### config.mk
export PLATFORM = sky130hd
export DESIGN_NAME = zps2_key_decoder_flat
export DESIGN_NICKNAME = d
export VERILOG_FILES = /design/src/rtl/zps2_key_decoder_if.sv /design/src/rtl/zps2_key_decoder.sv /design/src/flat_wrapper.sv
export SDC_FILE = /design/constraint.sdc
export NUM_CORES = 1
export LEC_CHECK = 0
export BUFFER_PORTS_ARGS = -buffer_cell sky130_fd_sc_hd__buf_2
export CAP_MARGIN = 5
export CORE_AREA = 4 4 99 101
export DETAILED_ROUTE_END_ITERATION = 10
export DIE_AREA = 0 0 103 105
export SLEW_MARGIN = 40
export SYNTH_ARGS = -nofsm -noshare
export SYNTH_HDL_FRONTEND = slang
export SYNTH_SLANG_ARGS = --single-unit
### constraint.sdc
create_clock -name clk -period 2.3 [get_ports clk]
set_input_delay 0.345 -clock clk [delete_from_list [all_inputs] [get_ports clk]]
set_output_delay 0.345 -clock clk [all_outputs]
set_load 0.1 [all_outputs]
### src/rtl/zps2_key_decoder_if.sv
// PS/2 line and decoded-key bundle shared by the PS/2 key decoder and its driver.
// The master drives the raw PS/2 lines, and the slave (the decoder) drives the key levels and strobes.
interface zps2_key_decoder_if;
  logic       iPS2Clk;
  logic       iPS2Data;
  logic       o1;
  logic       o2;
  logic       oEnter;
  logic [7:0] oByte;
  logic       oByteValid;
  logic       oFrameErr;

  modport master (
    output iPS2Clk, iPS2Data,
    input  o1, o2, oEnter, oByte, oByteValid, oFrameErr
  );

  modport slave (
    input  iPS2Clk, iPS2Data,
    output o1, o2, oEnter, oByte, oByteValid, oFrameErr
  );
endinterface

### src/rtl/zps2_key_decoder.sv
// PS/2 scan-code-set-2 receiver. It turns the make/break sequences for '1', '2' and
// Enter into held-key levels that feed the main-menu FSM.
module zps2_key_decoder #(
  parameter int unsigned TIMEOUT_CYCLES = 10000,
  parameter int unsigned SYNC_STAGES    = 2
) (
  input  logic                 clk,
  input  logic                 iReset,
  zps2_key_decoder_if.slave    bus
);

  localparam int unsigned TW = $clog2(TIMEOUT_CYCLES + 1);

  typedef enum logic [1:0] {
    ST_IDLE   = 2'd0,
    ST_DATA   = 2'd1,
    ST_PARITY = 2'd2,
    ST_STOP   = 2'd3
  } state_t;

  function automatic logic odd_parity(input logic [8:0] v);
    return ^v;
  endfunction

  logic [SYNC_STAGES-1:0] clk_sync_q;
  logic [SYNC_STAGES-1:0] data_sync_q;
  logic                   clk_prev_q;
  logic                   ps2_clk_s;
  logic                   ps2_data_s;
  logic                   fall_s;

  state_t                 state_q, state_d;
  logic [7:0]             shift_q, shift_d;
  logic [2:0]             bit_cnt_q, bit_cnt_d;
  logic                   parity_q, parity_d;
  logic [TW-1:0]          tmo_q, tmo_d;
  logic                   done_s, ok_s, tmo_err_s;

  logic [7:0]             byte_q;
  logic                   valid_q, err_q;
  logic                   brk_q, brk_d, ext_q, ext_d;
  logic                   k1_q, k1_d, k2_q, k2_d, ke_q, ke_d;

  assign ps2_clk_s  = clk_sync_q[SYNC_STAGES-1];
  assign ps2_data_s = data_sync_q[SYNC_STAGES-1];
  assign fall_s     = clk_prev_q & ~ps2_clk_s;

  // Synchronise the PS/2 lines and keep the previous clock level for edge detection.
  always_ff @(posedge clk or posedge iReset) begin
    if (iReset) begin
      clk_sync_q  <= {SYNC_STAGES{1'b1}};
      data_sync_q <= {SYNC_STAGES{1'b1}};
      clk_prev_q  <= 1'b1;
    end else begin
      clk_sync_q  <= {clk_sync_q[SYNC_STAGES-2:0], bus.iPS2Clk};
      data_sync_q <= {data_sync_q[SYNC_STAGES-2:0], bus.iPS2Data};
      clk_prev_q  <= ps2_clk_s;
    end
  end

  // Receiver state register.
  always_ff @(posedge clk or posedge iReset) begin
    if (iReset) begin
      state_q   <= ST_IDLE;
      shift_q   <= 8'h00;
      bit_cnt_q <= 3'd0;
      parity_q  <= 1'b0;
      tmo_q     <= '0;
    end else begin
      state_q   <= state_d;
      shift_q   <= shift_d;
      bit_cnt_q <= bit_cnt_d;
      parity_q  <= parity_d;
      tmo_q     <= tmo_d;
    end
  end

  // Receiver next state, frame check and mid-frame timeout.
  always_comb begin
    state_d   = state_q;
    shift_d   = shift_q;
    bit_cnt_d = bit_cnt_q;
    parity_d  = parity_q;
    tmo_d     = tmo_q;
    done_s    = 1'b0;
    ok_s      = 1'b0;
    tmo_err_s = 1'b0;

    case (state_q)
      ST_IDLE: begin
        if (fall_s && !ps2_data_s) begin
          state_d   = ST_DATA;
          bit_cnt_d = 3'd0;
        end else begin
          state_d = ST_IDLE;
        end
      end
      ST_DATA: begin
        if (fall_s) begin
          shift_d = {ps2_data_s, shift_q[7:1]};
          if (bit_cnt_q == 3'd7) begin
            state_d = ST_PARITY;
          end else begin
            bit_cnt_d = bit_cnt_q + 3'd1;
          end
        end else begin
          state_d = ST_DATA;
        end
      end
      ST_PARITY: begin
        if (fall_s) begin
          parity_d = ps2_data_s;
          state_d  = ST_STOP;
        end else begin
          state_d = ST_PARITY;
        end
      end
      ST_STOP: begin
        if (fall_s) begin
          state_d = ST_IDLE;
          done_s  = 1'b1;
          ok_s    = odd_parity({parity_q, shift_q}) & ps2_data_s;
        end else begin
          state_d = ST_STOP;
        end
      end
      default: begin
        state_d = ST_IDLE;
      end
    endcase

    // A falling edge restarts the timeout window; the counter rests at zero in IDLE.
    if (state_q == ST_IDLE) begin
      tmo_d = '0;
    end else if (fall_s) begin
      tmo_d = '0;
    end else if (tmo_q == TW'(TIMEOUT_CYCLES - 1)) begin
      tmo_d     = '0;
      state_d   = ST_IDLE;
      tmo_err_s = 1'b1;
    end else begin
      tmo_d = tmo_q + TW'(1);
    end
  end

  // Byte and strobe outputs, registered one cycle after the stop edge.
  always_ff @(posedge clk or posedge iReset) begin
    if (iReset) begin
      byte_q  <= 8'h00;
      valid_q <= 1'b0;
      err_q   <= 1'b0;
    end else begin
      byte_q  <= (done_s && ok_s) ? shift_q : byte_q;
      valid_q <= done_s & ok_s;
      err_q   <= (done_s & ~ok_s) | tmo_err_s;
    end
  end

  // Make/break decoder next state, acting on each valid byte or frame error.
  always_comb begin
    brk_d = brk_q;
    ext_d = ext_q;
    k1_d  = k1_q;
    k2_d  = k2_q;
    ke_d  = ke_q;
    if (valid_q) begin
      case (byte_q)
        8'hE0:   ext_d = 1'b1;
        8'hF0:   brk_d = 1'b1;
        default: begin
          if (!ext_q) begin
            case (byte_q)
              8'h16:   k1_d = ~brk_q;
              8'h1E:   k2_d = ~brk_q;
              8'h5A:   ke_d = ~brk_q;
              default: k1_d = k1_q;
            endcase
          end else begin
            k1_d = k1_q;
          end
          brk_d = 1'b0;
          ext_d = 1'b0;
        end
      endcase
    end else if (err_q) begin
      brk_d = 1'b0;
      ext_d = 1'b0;
    end else begin
      brk_d = brk_q;
    end
  end

  // Decoder flag and key-level registers.
  always_ff @(posedge clk or posedge iReset) begin
    if (iReset) begin
      brk_q <= 1'b0;
      ext_q <= 1'b0;
      k1_q  <= 1'b0;
      k2_q  <= 1'b0;
      ke_q  <= 1'b0;
    end else begin
      brk_q <= brk_d;
      ext_q <= ext_d;
      k1_q  <= k1_d;
      k2_q  <= k2_d;
      ke_q  <= ke_d;
    end
  end

  assign bus.o1         = k1_q;
  assign bus.o2         = k2_q;
  assign bus.oEnter     = ke_q;
  assign bus.oByte      = byte_q;
  assign bus.oByteValid = valid_q;
  assign bus.oFrameErr  = err_q;

endmodule

### src/flat_wrapper.sv
// flat-port wrapper written by rule: the top's interface ports become plain ports
module zps2_key_decoder_flat 
#(
  parameter int unsigned TIMEOUT_CYCLES = 10000,
  parameter int unsigned SYNC_STAGES    = 2
)
  (clk, iReset, bus_iPS2Clk, bus_iPS2Data, bus_o1, bus_o2, bus_oEnter, bus_oByte, bus_oByteValid, bus_oFrameErr);
  zps2_key_decoder_if bus_i ();
  input  logic clk;
  input  logic iReset;
  input wire logic [$bits(bus_i.iPS2Clk)-1:0] bus_iPS2Clk;
  input wire logic [$bits(bus_i.iPS2Data)-1:0] bus_iPS2Data;
  output wire logic [$bits(bus_i.o1)-1:0] bus_o1;
  output wire logic [$bits(bus_i.o2)-1:0] bus_o2;
  output wire logic [$bits(bus_i.oEnter)-1:0] bus_oEnter;
  output wire logic [$bits(bus_i.oByte)-1:0] bus_oByte;
  output wire logic [$bits(bus_i.oByteValid)-1:0] bus_oByteValid;
  output wire logic [$bits(bus_i.oFrameErr)-1:0] bus_oFrameErr;
  assign bus_i.iPS2Clk = bus_iPS2Clk;
  assign bus_i.iPS2Data = bus_iPS2Data;
  assign bus_o1 = bus_i.o1;
  assign bus_o2 = bus_i.o2;
  assign bus_oEnter = bus_i.oEnter;
  assign bus_oByte = bus_i.oByte;
  assign bus_oByteValid = bus_i.oByteValid;
  assign bus_oFrameErr = bus_i.oFrameErr;
  zps2_key_decoder #(.TIMEOUT_CYCLES(TIMEOUT_CYCLES), .SYNC_STAGES(SYNC_STAGES)) u_core (.clk(clk), .iReset(iReset), .bus(bus_i));
endmodule
==> metrics.cfg, run 1 <==
[sta]
setup_tns_ps = 0
max_freq_mhz = 509
min_period_over_period = 0.853
fin_skew_ps = 7.33
grt_setup_unrepaired = no
finalSetupViolations = 0
fin_crit_ps = 1960
slew_headroom = 0.677
hold_viol = 0
tightest_slew_ps = 488
worst_slack_ps = 337
finalMaxSlewViolations = 0

[detailed_routing]
drt_wl_total_um = 3790
dr_total_vias = 1399
via_per_inst = 4.41
ant_nets = 0
post_drt_wl_per_cell_um = 12.0
drtPass1Iterations = 4
drt_iter0_drc = 44
drc = 0

[grt]
grt_max_degree = 20
grt_pass1_wl_um = 6420
grt.total_usage = 0.0745
antenna_found_initial = 0
overflow = 0
grt_pass1_vias = 1319

[power_and_ir_drop]
powerDensity_mw_per_mm2 = 756
power_uw = 1890
p_leak_uw = 0.00116
max-vdd-ir-drop_mv = 0.233

[yosys]
avgSynthCellArea_um2 = 12.0
synth_cells = 181
ys.warnings.count = 0
synth_nets = 188
synth-async-reset-ratio = 1.00
synth-main-ff-cell = dfrtp_1
synth_seq_cells = 48
ys_seq_area_frac = 0.557
netlist_area_mm2 = 0.00217
synthDistinctLibCells = 36
synth_edf_count = 0

[critical_path]
critPathArrivalTime_ps = 2140
end_kind = flip-flop
required_ps = 2480
critPathMaxFanout = 10
path_class = flip-flop to flip-flop
cp-start-kind = flip-flop

[die]
initial_core_util = 0.240
pin_count = 17
die_y_um = 105
die_area_mm2 = 0.0108
core_mm2 = 0.00902
num_rows = 35
die_x_um = 103

[finish]
final_common_cell = dfrtp_1
drive_gt1_frac = 0.262
layout_common_cells = dfrtp_1, nor2_1, mux2_2, buf_2
fin_nets = 212
antennaDiodeCount = 0
syn_to_final_growth_pct = 15.2

[clocking]
cts.repair.resized = 0
cts_sinks = 48
cts_buffer_depth = 2
cts_made_buffers = 5
postCtsSetupRepairBufs = 0
clock_latency_ps = 290
cts-root-buf = clkbuf_8
cts_hold_buf = 0
cts_tree = done
clk_pin_slew_ps = 90
htreeDepth = 2

[placed_design]
dp_hpwl_um = 2730
place_congestion = 0.764
io_buffers = 16
dpl_worst_slack_ps = 349

[run_status]
outcome = complete, no violations

[hold_path]
min_path_type = input pin to async pin

[job]
timing.max_cap.violations = 0

==> synth_stat cells (2+ instances only) <==
library cell | instances | area share
nand3_1 | 5 | 0.012
nand4b_1 | 2 | 0.0081
and4_1 | 4 | 0.016
xnor2_1 | 5 | 0.020
dfrtp_1 | 43 | 0.50
mux2_2 | 17 | 0.088
dfstp_2 | 5 | 0.061
nand2_1 | 10 | 0.017
nand4_1 | 5 | 0.014
ha_1 | 3 | 0.017
nor2b_1 | 2 | 0.0058
clkbuf_1 | 3 | 0.0052
o21ai_0 | 10 | 0.023
nor3_1 | 3 | 0.0069
nor4b_1 | 2 | 0.0081
inv_1 | 10 | 0.017
nor2_1 | 19 | 0.033
a22oi_1 | 2 | 0.0069
xor2_1 | 10 | 0.040
nor4bb_1 | 2 | 0.0092
mux2i_1 | 4 | 0.018
==> report_power, final <==
part	switching [µW]	leakage, µW	internal [µW]
combinational	146	0.000470	218
sequential	87.6	0.000641	930
clock	268	0.0000510	240
total	501	0.00116	1390
==> area by class of cell <==
class,instances,area [µm²]
Timing Repair Buffer,20,110
Multi-Input combinational cell,120,913
Fill cell,936,6520
Sequential cell,48,1210
Tap cell,111,139
Clock buffer,6,82.6
Inverter,10,37.5
Clock inverter,2,10.0
==> final timing paths <==
| check | start | end | slack [ps] | depth (start not counted) |
|---|---|---|---|---|
| worst max register to register | u_core.shift_q[1] | u_core.bus.oByte[4] | 340 | 4 |
| max in group asynchronous | iReset | u_core.clk_sync_q[0] | 1660 | 3 |
| worst max-delay path | u_core.shift_q[1] | u_core.bus.oByte[4] | 340 | 4 |
| worst min-delay path | iReset | u_core.bus.oByte[3] | 20 | 2 |
| worst min register to register | u_core.clk_sync_q[0] | u_core.clk_sync_q[1] | 360 | 0 |
| min in group clk | bus_iPS2Data | u_core.data_sync_q[0] | 140 | 1 |
==> state kept, by name (all words and copies together), names as in the netlist <==
signal	count
u_core.bus.oFrameErr	1
u_core.parity_q	1
u_core.bus.o2	1
u_core.shift_q	8
u_core.brk_q	1
u_core.clk_prev_q	1
u_core.bus.o1	1
u_core.bus.oEnter	1
u_core.clk_sync_q	2
u_core.tmo_q	14
u_core.data_sync_q	2
u_core.ext_q	1
u_core.bus.oByteValid	1
u_core.bus.oByte	8
u_core.state_q	2
u_core.bit_cnt_q	3
==> logic make-up (layout without fill, tap and decap cells) <==
kind of cell / count (synthesis) / count (layout) / synth area share
AOI/OAI and AO/OA: 17 / 17 / 0.0490
and+or+nand+nor: 61 / 61 / 0.156
muxes: 22 / 22 / 0.117
buffers and inverters: 13 / 38 / 0.0225
DFF: 48 / 48 / 0.557
xor gates and xnor gates: 17 / 17 / 0.0819
adders and majority gates: 3 / 3 / 0.0173
==> layer usage <==
layer,share of wire,global-route usage
met4,0.0098,0.0250
met1,0.49,0.105
met5,0,0
met3,0.050,0.0234
met2,0.45,0.107
==> worst max-delay path: stages (launching register included) <==
cell and delay [ps]:
dfrtp_1 430, xor2_1 180, xnor3_1 430, mux2i_4 430
mux2_2 380
==> per-stage QoR <==
stage                     instance area, µm²  hold WS [ps]  std cells  utilization
after CTS                               2500          34.3        317        0.277
final                                   2500          20.2        317        0.277
after global placement                  2410           346        309        0.267
after global routing                    2500          43.8        317        0.277
after detailed placement                2410           349        309        0.267
after floorplan                         2170           345        181            -
Note: power is estimated with default switching activity, not from simulation.
==> run 2, diff against run 1 <==
==> constraint.sdc (replaced) <==
create_clock -name clk -period 2.3 [get_ports clk]
set_input_delay 0.46 -clock clk [delete_from_list [all_inputs] [get_ports clk]]
set_output_delay 0.46 -clock clk [all_outputs]
set_load 0.1 [all_outputs]
==> run 2 against run 1 <==
Highest routed layer unchanged. Cell area is 0.45% higher. Final cell count is 0.32% lower. Via count is 0.36% higher. Die area stayed put. Core utilization is 0.12 points higher. Clock skew is 1.2 ps lower. Clock power is 19% higher. Total power is 5.5% higher. Critical endpoint is now u_core.bus.oByte[6]. Largest cell class unchanged. First-iteration DRC count is 32% lower. Combinational power is 1% higher. Clock-buffer cell count is 1 lower.
==> metrics.cfg, run 2 (synthesis results as in run 1) <==
[die]
die_area_mm2 = 0.0108
num_rows = 35
die_x_um = 103
pin_count = 17
initial_core_util = 0.240
core_mm2 = 0.00902
die_y_um = 105

[detailed_routing]
drt_wl_total_um = 3850
drt_iter0_drc = 30
drtPass1Iterations = 4
dr_total_vias = 1404
via_per_inst = 4.44
post_drt_wl_per_cell_um = 12.2
ant_nets = 0
drc = 0

[sta]
fin_skew_ps = 6.12
hold_viol = 0
grt_setup_unrepaired = no
max_freq_mhz = 510
finalMaxSlewViolations = 0
setup_tns_ps = 0
slew_headroom = 0.592
tightest_slew_ps = 613
min_period_over_period = 0.853
finalSetupViolations = 0
fin_crit_ps = 1960

[hold_path]
whs_path_depth = 1
min_path_type = input pin to flip-flop

[critical_path]
cp-start-kind = flip-flop
path_buf_inv = 0
r2r_cells = 4
cp_slowest_cell = dfrtp_1
required_ps = 2490
path_class = flip-flop to flip-flop
critPathArrivalTime_ps = 2150
cpLargestDelayFamily = multiplexers
cpPeakStageDelay_ps = 410
end_kind = flip-flop
crit_chain = xnor2_1 -> xnor3_1 -> mux2i_4 -> mux2_2
critPathMaxFanout = 10
crit_cells = 4

[grt]
grt_pass1_vias = 1403
grt_pass1_wl_um = 6490
antenna_found_initial = 0
grt_max_degree = 49
grt.total_usage = 0.0748
overflow = 0

[finish]
antennaDiodeCount = 0
drive_gt1_frac = 0.259
largest_register_ffs = 14
fin_util = 0.278
layout_common_cells = dfrtp_1, nor2_1, mux2_2, buf_2
fin_nets = 211
max_flop_register = u_core.tmo_q
syn_to_final_growth_pct = 15.7
final_common_cell = dfrtp_1

[placed_design]
place_congestion = 0.733
io_buffers = 16
dp_hpwl_um = 2720

[clocking]
cts_made_buffers = 5
postCtsSetupRepairBufs = 0
cts_sinks = 48
cts_tree = done
clk_pin_slew_ps = 90
cts.repair.resized = 0
htreeDepth = 2
cts_buffer_depth = 2
cts-root-buf = clkbuf_8
clock_latency_ps = 300
cts_hold_buf = 0

[power_and_ir_drop]
max-vdd-ir-drop_mv = 0.252
p_leak_uw = 0.00116
powerDensity_mw_per_mm2 = 794

[run_status]
outcome = complete, no violations

[job]
timing.max_cap.violations = 0

## run 2: metal layers
layer  wire (µm)  global-route usage  vias to the layer above  part of all wire
li1            -                   -                      679                 -
met1        1860              0.0986                      699              0.48
met2        1780               0.115                       22              0.46
met3         176              0.0240                        4             0.046
met4          33              0.0241                        0            0.0086
met5           0                   0                        -                 0
## run 2: where the power goes
group          total (µW)  switching, µW  internal [µW]
registers            1020           88.6            930
logic                 368            151            217
clock network         607            285            322
## run 2: final timing paths
| check | end | startpoint | slack [ps] |
|---|---|---|---|
| setup / recovery | u_core.bus.oByte[6] | u_core.shift_q[5] | 340 |
| hold / removal | u_core.clk_sync_q[0] | bus_iPS2Clk | 250 |
| setup reg to reg | u_core.bus.oByte[6] | u_core.shift_q[5] | 340 |
| hold reg to reg | u_core.data_sync_q[1] | u_core.data_sync_q[0] | 360 |
| max in group asynchronous | u_core.tmo_q[7] | iReset | 1580 |
| min in group asynchronous | u_core.bus.o2 | iReset | 300 |
## run 2: area by class of cell
cell class	count	area (µm²)
Fill cell	927	6510
Sequential cell	48	1210
Multi-Input combinational cell	120	913
Tap cell	111	139
Timing Repair Buffer	19	103
Clock buffer	5	68.8
Clock inverter	3	42.5
Inverter	10	37.5
## run 2: stage by stage
step	worst slack, ps	area (µm²)	hold WS [ps]	power [µW]	instances
after floorplan	245	2170	345	1330	181
after global placement	378	2400	346	1390	308
after detailed placement	317	2400	347	1420	308
after CTS	306	2510	241	2020	316
after global routing	228	2510	236	2090	316
final	338	2510	248	1990	316
## run 2: worst reg2reg max path: cells and delay by family (launching register included)
family	cells	cell delay (ps)
xor gates and xnor gates	2	670
muxes	2	770
DFF	1	410
